--- src/rtl/mem_arbiter.sv ---
// Two-port (fetch / load-store) arbiter in front of a single memory controller.
// Grant to mc_valid 1 cycle, mc_ready to response strobe 1 cycle; rdy=0 freezes everything.
module mem_arbiter (
    input  logic        clk,
    input  logic        rst_n,
    input  logic        rdy,
    input  logic        if_valid,
    input  logic [31:0] if_addr,
    input  logic        if_flush,
    output logic        if_ready,
    output logic [31:0] if_data,
    input  logic        ls_valid,
    input  logic        ls_wr,
    input  logic [31:0] ls_addr,
    input  logic [2:0]  ls_type,
    input  logic [31:0] ls_data,
    output logic        ls_ready,
    output logic [31:0] ls_result,
    output logic        mc_valid,
    output logic        mc_wr,
    output logic [31:0] mc_addr,
    output logic [2:0]  mc_type,
    output logic [31:0] mc_data,
    input  logic        mc_ready,
    input  logic [31:0] mc_result
);

    typedef enum logic [1:0] {S_IDLE, S_BUSY_IF, S_BUSY_LS, S_RESP} state_t;

    localparam logic GNT_IF = 1'b0;
    localparam logic GNT_LS = 1'b1;

    state_t      r_state;
    state_t      w_state_nxt;
    logic        r_last_grant;
    logic        r_drop;
    logic        r_if_ready;
    logic        r_ls_ready;
    logic [31:0] r_if_data;
    logic [31:0] r_ls_result;
    logic [31:0] r_addr;
    logic        r_wr;
    logic [2:0]  r_type;
    logic [31:0] r_data;
    logic        w_if_req;
    logic        w_grant_if;
    logic        w_grant_ls;
    logic [31:0] w_ls_ext;

    // A fetch being flushed in the same cycle is not a request at all.
    assign w_if_req = if_valid & ~if_flush;

    always_comb begin
        w_state_nxt = r_state;
        w_grant_if  = 1'b0;
        w_grant_ls  = 1'b0;
        case (r_state)
            S_IDLE: begin
                if (ls_valid && w_if_req) begin
                    if (r_last_grant == GNT_IF) w_grant_ls = 1'b1;
                    else                        w_grant_if = 1'b1;
                end else if (ls_valid) begin
                    w_grant_ls = 1'b1;
                end else if (w_if_req) begin
                    w_grant_if = 1'b1;
                end
                if (w_grant_ls)      w_state_nxt = S_BUSY_LS;
                else if (w_grant_if) w_state_nxt = S_BUSY_IF;
            end
            S_BUSY_IF, S_BUSY_LS: begin
                if (mc_ready) w_state_nxt = S_RESP;
            end
            S_RESP:  w_state_nxt = S_IDLE;
            default: w_state_nxt = S_IDLE;
        endcase
    end

    always_comb begin
        w_ls_ext = mc_result;
        case (r_type[1:0])
            2'b00:   w_ls_ext = {{24{~r_type[2] & mc_result[7]}}, mc_result[7:0]};
            2'b01:   w_ls_ext = {{16{~r_type[2] & mc_result[15]}}, mc_result[15:0]};
            default: w_ls_ext = mc_result;
        endcase
        if (r_wr) w_ls_ext = 32'h0;
    end

    always_ff @(posedge clk or negedge rst_n) begin
        if (!rst_n) begin
            r_state      <= S_IDLE;
            r_last_grant <= GNT_IF;
            r_drop       <= 1'b0;
            r_if_ready   <= 1'b0;
            r_ls_ready   <= 1'b0;
            r_if_data    <= 32'h0;
            r_ls_result  <= 32'h0;
            r_addr       <= 32'h0;
            r_wr         <= 1'b0;
            r_type       <= 3'b000;
            r_data       <= 32'h0;
        end else if (rdy) begin
            r_state    <= w_state_nxt;
            r_if_ready <= 1'b0;
            r_ls_ready <= 1'b0;
            if (w_grant_ls) begin
                r_addr       <= ls_addr;
                r_wr         <= ls_wr;
                r_type       <= ls_type;
                r_data       <= ls_data;
                r_last_grant <= GNT_LS;
            end
            if (w_grant_if) begin
                r_addr       <= if_addr;
                r_wr         <= 1'b0;
                r_type       <= 3'b010;
                r_data       <= 32'h0;
                r_last_grant <= GNT_IF;
            end
            // A flushed fetch still completes on the bus; only its strobe is suppressed.
            if (r_state == S_BUSY_IF) begin
                r_drop <= r_drop | if_flush;
                if (mc_ready && !(r_drop || if_flush)) begin
                    r_if_data  <= mc_result;
                    r_if_ready <= 1'b1;
                end
            end
            if (r_state == S_BUSY_LS && mc_ready) begin
                r_ls_result <= w_ls_ext;
                r_ls_ready  <= 1'b1;
            end
            if (r_state == S_RESP) r_drop <= 1'b0;
        end
    end

    assign mc_valid  = (r_state == S_BUSY_IF) || (r_state == S_BUSY_LS);
    assign mc_addr   = r_addr;
    assign mc_wr     = r_wr;
    assign mc_type   = r_type;
    assign mc_data   = r_data;
    assign if_ready  = r_if_ready;
    assign ls_ready  = r_ls_ready;
    assign if_data   = r_if_data;
    assign ls_result = r_ls_result;

endmodule
--- config.mk ---
export PLATFORM = sky130hd
export DESIGN_NAME = mem_arbiter
export DESIGN_NICKNAME = d
export VERILOG_FILES = /design/src/rtl/mem_arbiter.sv
export SDC_FILE = /design/constraint.sdc
export NUM_CORES = 1
export LEC_CHECK = 0
export BUFFER_PORTS_ARGS = -buffer_cell sky130_fd_sc_hd__buf_2
export CAP_MARGIN = 20
export CORE_ASPECT_RATIO = 1.2
export CORE_MARGIN = 2
export CORE_UTILIZATION = 51
export DETAILED_ROUTE_END_ITERATION = 10
export PLACE_DENSITY = 0.92
export SLEW_MARGIN = 15
export SYNTH_ARGS = -nofsm -noshare
export SYNTH_HDL_FRONTEND = slang
export SYNTH_SLANG_ARGS = --single-unit
--- constraint.sdc ---
create_clock -name clk -period 3.3 [get_ports clk]
set_input_delay 0.66 -clock clk [delete_from_list [all_inputs] [get_ports clk]]
set_output_delay 0.66 -clock clk [all_outputs]
set_load 0.03 [all_outputs]
; After elaboration in Yosys (flattened, before gate mapping)
; Cells that the tools add are included.
[classes]
n_eq_ne = 6
muxes = 32
bitwise = 6
n_reduce_logical = 16
[ops]
columns = cell, count
row1 = $mux 32, 5
row2 = $pmux 32 s2, 1
row3 = $mux 1, 20
row4 = $mux 2, 3
row5 = $mux 3, 2
row6 = $pmux 2 s3, 1
row7 = $reduce_and 2->1, 3
row8 = $reduce_and 3->1, 2
row9 = $eq 2x1->1 const B, 2
row10 = $eq 2x2->1 const B, 2
row11 = $logic_not 2->1, 2
row12 = $reduce_bool 2->1, 2
row13 = $and 1x1->1, 3
row14 = $logic_and 1x1->1, 3
row15 = $ne 3x1->1 const B, 1
row16 = $logic_or 1x1->1, 2
row17 = $ne 2x2->1 const B, 1
row18 = $not 1->1, 2
row19 = $reduce_or 2->1, 1
row20 = $logic_not 1->1, 1
row21 = $or 1x1->1, 1
[totals]
reg_bits = 138
input_bits = 139
out_inout_bits = 135
wordCells = 71

; Depth between registers and ports, before layout
[logic_depth]
ltp_word = 9
ltp_mapped = 7

; Least setup slack after synthesis
; Ideal clock, no wire load.
[synth_timing]
path_type = input port to flip-flop
start = input rdy
end = register r_if_data[10], in the netlist if_data[10]
arrival_ps = 1711
slack_ps = 1464
cell_stages = 5
n_path_buf = 2
cell_sequence = buf_4 -> nand2_1 -> nor4_4 -> buf_6 -> mux2_2
[synth_via]
elab_chain_cells = 1
[synth_rtl]
columns = item, line_no
row1 = from (decl), 6  ; input logic rdy,
row2 = $reduce_and 3->1 (no source line), --
row3 = to (signal assigned), 123  ; r_if_data <= mc_result;
row4 = to (decl), 39  ; logic [31:0] r_if_data;
; Every way passes these cells.
; A chain may end at the register's enable or synchronous reset.

; Worst setup path in the final report
[layout_timing]
start = register r_type[1], in the netlist mc_type[1]
end = output mc_type[1]
[layout_lines]
columns = item, line_no
row1 = from (decl), 43  ; logic [2:0] r_type;
row2 = from (signal assigned), 108  ; r_type <= ls_type;
row3 = to (decl), 22  ; output logic [2:0] mc_type,
; No word-level cell between the ends.

==> impl_metrics.toml <==
[status]
status = "completed"

[cts]
post-cts-setup-buffers = 0
clock_latency_ps = 390
clockBufferDepth = 2
clock-sinks = 138
cts_resized = 0
cts_hold_buffers = 0
clkTransAtPathRegs_ps = 60
cts_tree = "done"
cts_buffers = 17
cts_root_buffer = "clkbuf_16"
htree_levels = 4

[route]
ant_nets = 0
wire_per_inst_um = 16.5
wl_um = 15600
dr_total_vias = 4941
via_per_inst = 5.25
drt_first_pass_iters = 4
drt_iter0_drc = 223
drc = 0

[job]
cap_violations = 0

[timing]
max_freq_ghz = 0.438
setup_tns_ps = 0
grt_setup_unrepaired = "no"
relSlewSlack_pct = 43.8
setup_viol = 0
hold_viol_final = 0
tightest_slew_ps = 843
fin_crit_sh_pct = 69.2
skew_ps = 6.48
drv_slew = 0
period_needed_ps = 2280

[global_routing]
overflow = 0
antenna_found_initial = 0
grt_pass1_wl_um = 24100
grt.total_usage_pct = 24.7
grt_pass1_vias = 4928
grt_max_degree = 60

[worst_setup_path]
endpoint_kind = "primary output"
cp.required_ps = 2640
path_buf_inv = 1
rr_worst_depth = 6
crit_path_max_incr_delay_ps = 890
crit_path_max_fanout = 28
crit_type = "reg2out"
cp.depth = 1
critPathSlowestCell = "dfrtp_1"
cp_top_family = "flip-flops"
path_cells = "buf_2"
setup.worst_path.start_class = "register"
arrival_ps = 1620

[placed_design]
port_buffers = 273
dp_hpwl_um = 11200
place_congestion = 0.805

[yosys]
synthCells = 509
synthArstFlopShare_pct = 100
seq_area_frac_synth_pct = 58.1
ys.flop_type = "dfrtp_1"
synth_xor_xnor_area_share_pct = 0
yosys-top-cells-count = "138 x dfrtp_1, 69 x nand2_1, 43 x a22o_1, 40 x a21oi_2, 36 x nor2_1"
synth_area_leader_cell = "dfrtp_1"
synth_edf_count = 0
syn_nets = 653
yosysMostFrequentCell = "dfrtp_1"
yosysWarningCount = 0
muxShareOfSynthArea_pct = 6.58
synth_fa_ha_area_share_pct = 1.05
synth_compound_area_share_pct = 19.2
synth_area_um2 = 5950
synth_top_family_by_area = "compound AO/OA/AOI/OAI gates"
synth_area_leaders = "dfrtp_1 58%, a22o_1 6.3%, a21oi_2 5.9%, mux2_2 5.9%, nand2_1 4.4%"
avgSynthCellArea_um2 = 11.7
synth_cell_types = 33
synth_seq_cells = 138
synth_top_area_share_pct = 58.1
synth-simple-area-share_pct = 10.7

[cells_and_area]
area_delta_synth_final_pct = 34.0
n_antenna_cell = 0
nets = 916
n_fill_cell = 860
fin_util_pct = 69.5
drive_above_1_share_pct = 49.9

[floorplanning]
die-area_um2 = 12500
start_util_pct = 51.9
die_w_um = 103
die_height_um = 122
core-area_um2 = 11500
rows = 43
io_pins = 274

[pwr]
vdd_drop_max_mv = 0.507
p_per_area_nw_per_um2 = 1120
p_leak_nw = 4.12

[min_path]
hp-class = "in2async"
## final timing paths
check                                   start            end  slack (ps)
worst max register to register     r_state[0]     mc_addr[0]        1200
max in group asynchronous               rst_n    mc_addr[17]        2360
worst min register to register  ls_result[21]  ls_result[21]         480
worst min-delay path                    rst_n    if_data[25]         220
min in group clk                ls_result[21]  ls_result[21]         480
worst max-delay path               mc_type[1]     mc_type[1]        1020
## sequential cells by signal, summed over array words and instances, names as in the netlist
signal and flops:
r_state 2, r_last_grant 1, if_data 32, ls_result 32, r_drop 1, ls_ready 1, mc_wr 1, if_ready 1
mc_data 32, mc_type 3, mc_addr 32
## cell type report
class / instances / area [um2] / area share [%]
clock inverters: 13 / 166 / 2.09
inverters: 5 / 18.8 / 0.235
well taps: 157 / 196 / 2.46
flip-flops and latches: 138 / 3450 / 43.3
repair buffers: 282 / 1450 / 18.2
multi-input cells: 328 / 2240 / 28.1
clock buffers: 18 / 439 / 5.51
## cells in the final DEF, fill, tap and decap left out, drive strengths merged, types with 2 or more instances in the layout
cell type and instances:
bufinv 3, o21ai 17, mux2 33, o31ai 16, nand3 2, inv 8
clkinv 5, mux2i 2, a22o 43, dfrtp 138, nor2b 18, a21oi 65
clkinvlp 2, nand2 69, nor2 37, a31oi 3, ha 5, buf 282
clkbuf 18, nand2b 9
## cells by family after synthesis
| logic type | Yosys count |
|---|---|
| flops | 138 |
| buf+inv | 43 |
| compound gates | 150 |
| fa+ha+maj | 5 |
| simple gates | 138 |
| mux | 35 |
## per-layer routing
layer  up-vias  track usage, %  wire (um)
met5         -               0          0
met4         0            10.3        301
met3        24            5.07       1010
met2       234            43.5       8170
met1      2388            29.2       6070
li1       2295               -          -
## through the flow
step	cells	power [mW]	setup slack (ps)	cell area, um2	hold slack, ps
4_1_cts	941	8.98	1010	7970	231
3_5_place_dp	910	7.02	1060	7360	465
6_report	941	8.93	1020	7970	216
5_1_grt	941	9.41	902	7970	244
2_1_floorplan	509	5.77	1460	5950	364
3_3_place_gp	910	6.87	1100	7360	455
## report_power, final
part / leakage (nW) / internal, mW / total [mW] / switching [mW]
clock: 0.294 / 1.21 / 1.92 / 0.705
sequential: 1.69 / 2.48 / 2.99 / 0.516
combinational: 2.13 / 1.32 / 4.02 / 2.70
total: 4.12 / 5.01 / 8.93 / 3.92
No activity file was read; power rests on OpenSTA's default activity.
